<file path="config.mk">
export PLATFORM = sky130hd
export DESIGN_NAME = spi_mailbox_master
export DESIGN_NICKNAME = d
export VERILOG_FILES = /design/src/rtl/spi_mailbox_master.sv
export SDC_FILE = /design/constraint.sdc
export NUM_CORES = 1
export LEC_CHECK = 0
export ABC_CLOCK_PERIOD_IN_PS = 2200
export CORE_MARGIN = 2
export CORE_UTILIZATION = 51
export DETAILED_ROUTE_END_ITERATION = 12
export HOLD_SLACK_MARGIN = 0.1
export PLACE_DENSITY = 0.84
export SLEW_MARGIN = 10
export SYNTH_ARGS = -nofsm -noshare
export SYNTH_HDL_FRONTEND = slang
export SYNTH_SLANG_ARGS = --single-unit
</file>
<file path="constraint.sdc">
create_clock -name clk -period 2.2 [get_ports clk]
set_input_delay 0.66 -clock clk [delete_from_list [all_inputs] [get_ports clk]]
set_output_delay 0.66 -clock clk [all_outputs]
set_load 0.05 [all_outputs]
</file>
<file path="src/rtl/spi_mailbox_master.sv">
// SPI drain engine for the mailbox RAM: polls slots round-robin, sends each entry as a 40-bit mode-0 frame and writes back.
// Optional read-complete irq output when SPIMB_IRQ_EN is defined.
module spi_mailbox_master #(
  parameter int unsigned SLOTS   = 16,
  parameter int unsigned CLK_DIV = 4
) (
  input  logic        clk,
  input  logic        rst_n,
  output logic        mb_en,
  output logic [4:0]  mb_addr,
  input  logic [40:0] mb_rdata,
  input  logic        mb_valid,
  output logic        mb_done,
  output logic [40:0] mb_wdata,
  output logic        spi_cs_n,
  output logic        spi_sclk,
  output logic        spi_mosi,
  input  logic        spi_miso
`ifdef SPIMB_IRQ_EN
  ,
  output logic        irq
`endif
);

  localparam int unsigned DIV_W = $clog2(2 * CLK_DIV);
  localparam logic [DIV_W-1:0] HALF = DIV_W'(CLK_DIV - 1);
  localparam logic [DIV_W-1:0] LAST = DIV_W'(2 * CLK_DIV - 1);

  typedef enum logic [2:0] {
    IDLE, POLL, LOAD, SHIFT, TAIL, GAP, RETIRE
  } state_t;

  state_t state_q, state_d;

  logic             poll_ph;
  logic [4:0]       addr_q;
  logic [4:0]       next_addr;
  logic [40:0]      entry_q;
  logic [38:0]      shreg_q;
  logic [39:0]      frame;
  logic [31:0]      rx_q;
  logic [DIV_W-1:0] div_q;
  logic [5:0]       bit_q;
  logic             cs_n_q, sclk_q, mosi_q;

  assign next_addr = (addr_q == 5'(SLOTS - 1)) ? '0 : addr_q + 5'd1;
  // Read frames carry only the command byte; the data phase is clocked out as zeros.
  assign frame = {entry_q[40], entry_q[38:32], entry_q[40] ? 32'h0 : entry_q[31:0]};

  always_ff @(posedge clk or negedge rst_n) begin
    if (!rst_n) state_q <= IDLE;
    else        state_q <= state_d;
  end

  always_comb begin
    state_d = state_q;
    unique case (state_q)
      IDLE:    state_d = POLL;
      POLL:    if (poll_ph && mb_valid) state_d = LOAD;
      LOAD:    state_d = SHIFT;
      SHIFT:   if (div_q == LAST && bit_q == 6'd39) state_d = TAIL;
      TAIL:    if (div_q == HALF) state_d = GAP;
      GAP:     if (div_q == LAST) state_d = RETIRE;
      RETIRE:  state_d = POLL;
      default: state_d = IDLE;
    endcase
  end

  always_ff @(posedge clk or negedge rst_n) begin
    if (!rst_n) begin
      poll_ph <= 1'b0;
      addr_q  <= '0;
      entry_q <= '0;
      shreg_q <= '0;
      rx_q    <= '0;
      div_q   <= '0;
      bit_q   <= '0;
      cs_n_q  <= 1'b1;
      sclk_q  <= 1'b0;
      mosi_q  <= 1'b0;
    end else begin
      unique case (state_q)
        POLL: begin
          // RAM read latency: address held one cycle, valid sampled on the second.
          poll_ph <= ~poll_ph;
          if (poll_ph) begin
            if (mb_valid) entry_q <= mb_rdata;
            else          addr_q  <= next_addr;
          end
        end
        LOAD: begin
          shreg_q <= frame[38:0];
          mosi_q  <= frame[39];
          cs_n_q  <= 1'b0;
          div_q   <= '0;
          bit_q   <= '0;
          rx_q    <= '0;
        end
        SHIFT: begin
          if (div_q == LAST) begin
            div_q  <= '0;
            sclk_q <= 1'b0;
            if (bit_q == 6'd39) begin
              mosi_q <= 1'b0;
            end else begin
              bit_q   <= bit_q + 6'd1;
              mosi_q  <= shreg_q[38];
              shreg_q <= {shreg_q[37:0], 1'b0};
            end
          end else begin
            div_q <= div_q + 1'b1;
            if (div_q == HALF) begin
              sclk_q <= 1'b1;
              rx_q   <= {rx_q[30:0], spi_miso};
            end
          end
        end
        TAIL: begin
          if (div_q == HALF) begin
            div_q  <= '0;
            cs_n_q <= 1'b1;
          end else begin
            div_q <= div_q + 1'b1;
          end
        end
        GAP:     div_q <= (div_q == LAST) ? '0 : div_q + 1'b1;
        RETIRE: begin
          addr_q  <= next_addr;
          poll_ph <= 1'b0;
        end
        default: ;
      endcase
    end
  end

  always_comb begin
    mb_en    = 1'b0;
    mb_done  = 1'b0;
    mb_wdata = '0;
    unique case (state_q)
      POLL:    mb_en = 1'b1;
      RETIRE: begin
        mb_en    = 1'b1;
        mb_done  = 1'b1;
        mb_wdata = entry_q[40] ? {1'b1, entry_q[39:32], rx_q} : entry_q;
      end
      default: ;
    endcase
  end

  assign mb_addr  = addr_q;
  assign spi_cs_n = cs_n_q;
  assign spi_sclk = sclk_q;
  assign spi_mosi = mosi_q;

`ifdef SPIMB_IRQ_EN
  assign irq = (state_q == RETIRE) && entry_q[40];
`endif

endmodule

</file>
**Yosys cells after proc, flatten, opt, wreduce, memory -nomap -nowiden**

Cells that the tools add are included.
W data, S select, Z words.

- Bits in registers: 133
- Bits in latches: 0
- RAM bits: 0
- ROM bits: 0
- Input bits: 45
- Output and inout bits: 51
- Word-level logic and storage cells: 87
- Memories kept: 0

- Add/sub/neg operators: 3
- Multipliers: 0
- Divide/modulo/power cells: 0
- Magnitude comparators: 0
- Eq/ne operators: 20
- Shift operators: 0
- Mux-type cells: 33
- Bitwise operators: 1
- Reduce and logical (&&, ||, !) cells: 19

Operators by type and width:

| kind | count |
|---|---|
| $mux W32 | 3 |
| $mux W41 | 2 |
| $mux W39 | 2 |
| $pmux W39 S2 | 1 |
| $pmux W32 S2 | 1 |
| $ne A2 B2 Y1 const B | 10 |
| $mux W3 | 6 |
| $pmux W3 S6 | 1 |
| $mux W5 | 3 |
| $eq A3 B3 Y1 const B | 4 |
| $mux W6 | 2 |
| $pmux W6 S2 | 1 |
| $reduce_and A3 Y1 | 4 |
| $pmux W5 S2 | 1 |
| $eq A3 B2 Y1 const B | 3 |
| $pmux W3 S3 | 1 |
| $reduce_bool A2 Y1 | 4 |
| $add A6 B1 Y6 const B | 1 |
| $eq A6 B6 Y1 const B | 1 |
| $mux W1 | 6 |
| $pmux W1 S2 | 3 |
| $reduce_and A2 Y1 | 3 |
| $reduce_or A2 Y1 | 3 |
| $add A5 B1 Y5 const B | 1 |
| 8 further kinds | 9 |

**Longest topological paths before layout**

Gate-level depths: netlist of run 1.

- Word-level depth: 5
- Mapped depth: 8
- Mapped depth without buffers: 7

**Worst setup path before layout of run 1**

OpenSTA, ideal clock, no wires.

- Path kind: register -> output
- Start point: reg state_q[0]
- End point: out mb_wdata[32]
- Data arrival time: 2.035 ns
- Required time: 1.540 ns
- Setup slack: -0.495 ns
- Stages on the path, launching flop included: 8
- Cells stage by stage: dfrtp_1 buf_2 inv_1 buf_2 nand3_2 inv_2 clkbuf_1 and2_1

- Longest elaborated chain between the ends: 2

RTL lines:

| element | line | text |
|---|---|---|
| start: declaration | 33 | `state_t state_q, state_d;` |
| start signal: assignment | 52 | `else state_q <= state_d;` |
| $eq A3 B3 Y1 | 140 | `unique case (state_q)` |
| $mux W41 | 140 |  |
| end: declaration | 14 | `output logic [40:0] mb_wdata,` |

Every way passes these cells.

**Worst setup path after layout of run 1**

- Start point: reg state_q[0]
- End point: out mb_wdata[4]

The elaborated chain is that of the path after synthesis.

==> reports/summary.txt, run 1 <==
EDFF count, synth: 0
Worst hold margin: 0.1620 ns
ANT cells: 0
First-pass GRT wire length: 26590 um
Critical Path RT: 1.54 ns
Area leader, netlist: dfrtp_1
Die H: 115.5 um
CTS tree: done
Remaining antenna violation count: 0
Synth cell count leaders: dfrtp_1 (132), nand2_1 (127), a21oi_1 (101), nor2_1 (74), o21ai_0 (44)
Sw frac: 35.31%
Top post-synthesis cells by area: dfrtp_1 (52%), a21oi_1 (8.0%), nand2_1 (7.5%), mux2_2 (7.1%), nor2_1 (4.4%)
Syn_nets: 742
Routed length per instance: 16.57 um
Layout cells sized above 1: 26.53%
Critical Path Sink: mb_wdata[4]
Highest routed layer: met4
Initial drt markers: 627
Vias per inst: 5.548
Die area: 13340 sq um
Max incr delay on CP: 0.38 ns
FILL cells: 766
Register share of total power: 38.6%
Critical path origin: state_q[0]
Ys Warns: 0
CP Cell Sequence: inv_2, nand3_4, buf_12, buf_16, a21oi_4, buf_12
Slew Limit Headroom: 66.81%
RR Endpoint: shreg_q[14]
Asr flop ratio synth: 100.0%
CTS clk-pin slew, worst paths: 0.06 ns
PortBufs: 95
Power Density: 1094 nW/um^2
Net switching power: 3.553 mW
Slew Viols, Final: 0
CP Capture Type: output pin
Min setup slack post-route: -0.09155 ns
Status: finished with violations
Crit Path Class: reg -> out
Final hold vios: 0
R2R Path Start: div_q[0]
RSZ-0062 raised after global routing: yes
CP Data Arrival Time: 1.63 ns
Register bit count reported by yosys: 133
Vias: 5365
Synth-to-layout area growth: 45.07%
Maxcap violations: 0
Mapped Area: 6341 sq um
FF+latch area: 3333 sq um
Gr usage total: 25.72%
Primary FF master, synth: dfrtp_1
Crit path time final: 2.292 ns
I/O pins: 96
Hpwl dp: 9894 um
Total power: 10.06 mW
Worst R2R Path Depth: 7
Vias in the first global route: 5523
Met3 WL post-DR: 843 um
Iteration count of the initial detailed-routing pass: 7
Most common cell on crit path: buf_12
Worst reg-to-reg setup slack: 0.15 ns
Clk root buf: clkbuf_16
Worst-Skew Late Latency: 0.42 ns
Failing checks: setup timing
Pleak: 3.741 nW
Max Fclk: 0.4364 GHz
Fin crit share: 104.2%
Nets: 837
Final Skew: 0.007369 ns
Synth cell types: 45
Area used by multi-input combinational logic: 3197 sq um
Initial core utilization: 52.57%
CTS buffer count: 17
Hold/Removal Path Class: in -> async
CP Launch Type: flip-flop
Count leader, synth: dfrtp_1
Post-route cell area: 9199 sq um
Core footprint: 12060 sq um
H-tree levels: 4
Largest net degree at the start of global routing: 103
Drc violations: 0
Initial antenna violation count: 0
M1 WL: 6424 um
Die W: 115.5 um
Placer Congestion: 0.8626
Overflow after GRT: 0
Combinational power share: 31.5%
Max Buffers Root-to-Sink: 2
Slowest-stage cell, CP: dfrtp_1
Slew @ Worst Pin: 0.4969 ns
Final WL: 16020 um
Max VDD drop: 0.0007900 V
Clock power frac: 29.9%
Row count: 40
Dpl cell area: 8341 sq um
Share of the synthesized area in the top cell type: 52.09%
Mapped Cells: 691
Util after Layout: 76.27%
Maximum fanout along the worst path: 9
Setup TNS: -2.730 ns
Mean Syn Cell Area: 9.177 sq um
Internal Pwr Total: 6.512 mW
Endpoints failing setup: 42
Clock tree sinks: 133
DR WL met2: 8231 um
Post-synthesis sequential area ratio: 52.51%
-- worst max-delay path: cells and delay by family, from the launching register on --
family | cells | cell delay, ns
AOI/OAI and AO/OA | 1 | 0.15
buffers and inverters | 4 | 0.58
DFF | 1 | 0.38
and+or+nand+nor | 1 | 0.08
-- metrics by stage --
step	std cells	setup slack, ns
3_5_place_dp	926	0.1332
4_1_cts	966	-0.1092
2_1_floorplan	691	-0.1178
6_report	967	-0.09155
3_3_place_gp	926	0.2290
5_1_grt	967	-0.1526
-- worst min path at each step --
| stage | end | depth (start not counted) | slack, ns | from |
|---|---|---|---|---|
| finish | mb_addr[2] | 1 | 0.16 | rst_n |
| global route | mb_addr[2] | 1 | 0.17 | rst_n |
| CTS | mb_addr[2] | 1 | 0.16 | rst_n |
| detailed placement | entry_q[39] | 1 | 0.49 | entry_q[39] |
| global placement | spi_cs_n | 2 | 0.46 | spi_cs_n |
| floorplan | bit_q[0] | 0 | 0.36 | rst_n |
-- cell usage in the layout, fill, tap and decap left out, types with 4 or more instances in the layout --
cell type / synthesis / routed
a21oi_1: 101 / 69
a21oi_4: 0 / 32
a31oi_1: 10 / 10
and2_2: 0 / 7
buf_12: 0 / 53
buf_4: 3 / 20
bufinv_16: 0 / 4
clkbuf_16: 0 / 18
clkdlybuf4s50_1: 0 / 43
dfrtp_1: 132 / 129
ha_1: 6 / 5
inv_1: 7 / 6
inv_6: 0 / 4
mux2_2: 40 / 40
nand2_1: 127 / 125
nand2b_1: 38 / 37
nand3_1: 6 / 6
nor2_1: 74 / 74
o21ai_0: 44 / 44
-- registers in the layout, indices dropped and copies added (netlist names) --
signal,count
state_q,3
poll_ph,1
spi_mosi,1
bit_q,6
rx_q,32
spi_cs_n,1
spi_sclk,1
mb_addr,5
shreg_q,39
entry_q,41
div_q,3
-- power groups by stage --
stage	clock network (mW)	logic, mW	registers (mW)
floorplan	0	2.21	3.84
global placement	0	2.89	3.84
detailed placement	0	3.05	3.89
CTS	3.03	3.12	3.87
global route	3.17	3.52	3.99
finish	3.01	3.17	3.89
-- timing repair --
item                       CTS  global route
hold buffers                 0             0
setup endpoints to repair   44            63
setup buffers                6             0
pin swaps                    1             0
resized for setup           18             8
cloned                       2             1
-- kinds of logic after synthesis --
kind of cell / Yosys count / synth area share, %
AND/OR/NAND/NOR: 276 / 19.55
AO/OA/AOI/OAI: 175 / 14.94
flip-flops: 133 / 52.51
buffers and inverters: 56 / 3.907
multiplexers: 44 / 7.774
adder cells (fa/ha/maj): 6 / 1.184
XOR/XNOR: 1 / 0.1381
-- layout make-up --
type                            count  share of cell area [%]
Timing Repair Buffer              124                   19.52
Clock inverter                     15                   2.203
Tap cell                          168                   2.285
Sequential cell                   133                   36.24
Multi-Input combinational cell    502                   34.75
Clock buffer                       17                   4.625
Inverter                            8                  0.3808
-- layer usage --
metal | track usage (%) | up-vias
met5 | 0 | -
met4 | 12.45 | 0
met3 | 6.433 | 50
met2 | 42.53 | 193
met1 | 31.68 | 2597
li1 | - | 2525
Note: power is estimated with default switching activity, not from simulation.
==> run 2: changes to the inputs <==
--- a/config.mk
+++ b/config.mk
@@ -9,7 +9,7 @@
 export CORE_MARGIN = 2
 export CORE_UTILIZATION = 51
 export DETAILED_ROUTE_END_ITERATION = 12
-export HOLD_SLACK_MARGIN = 0.1
+export HOLD_SLACK_MARGIN = 0.02
 export PLACE_DENSITY = 0.84
 export SLEW_MARGIN = 10
 export SYNTH_ARGS = -nofsm -noshare
==> results of run 2 <==
Same layout as run 1: the final DEF is identical, and so are final timing and power.
==> run 3: changes to the inputs <==
--- a/config.mk
+++ b/config.mk
@@ -9,6 +9,7 @@
 export CORE_MARGIN = 2
 export CORE_UTILIZATION = 51
 export DETAILED_ROUTE_END_ITERATION = 12
+export GPL_ROUTABILITY_DRIVEN = 0
 export HOLD_SLACK_MARGIN = 0.02
 export PLACE_DENSITY = 0.84
 export SLEW_MARGIN = 10
==> results of run 3 <==
Same layout as run 1: the final DEF is identical, and so are final timing and power.
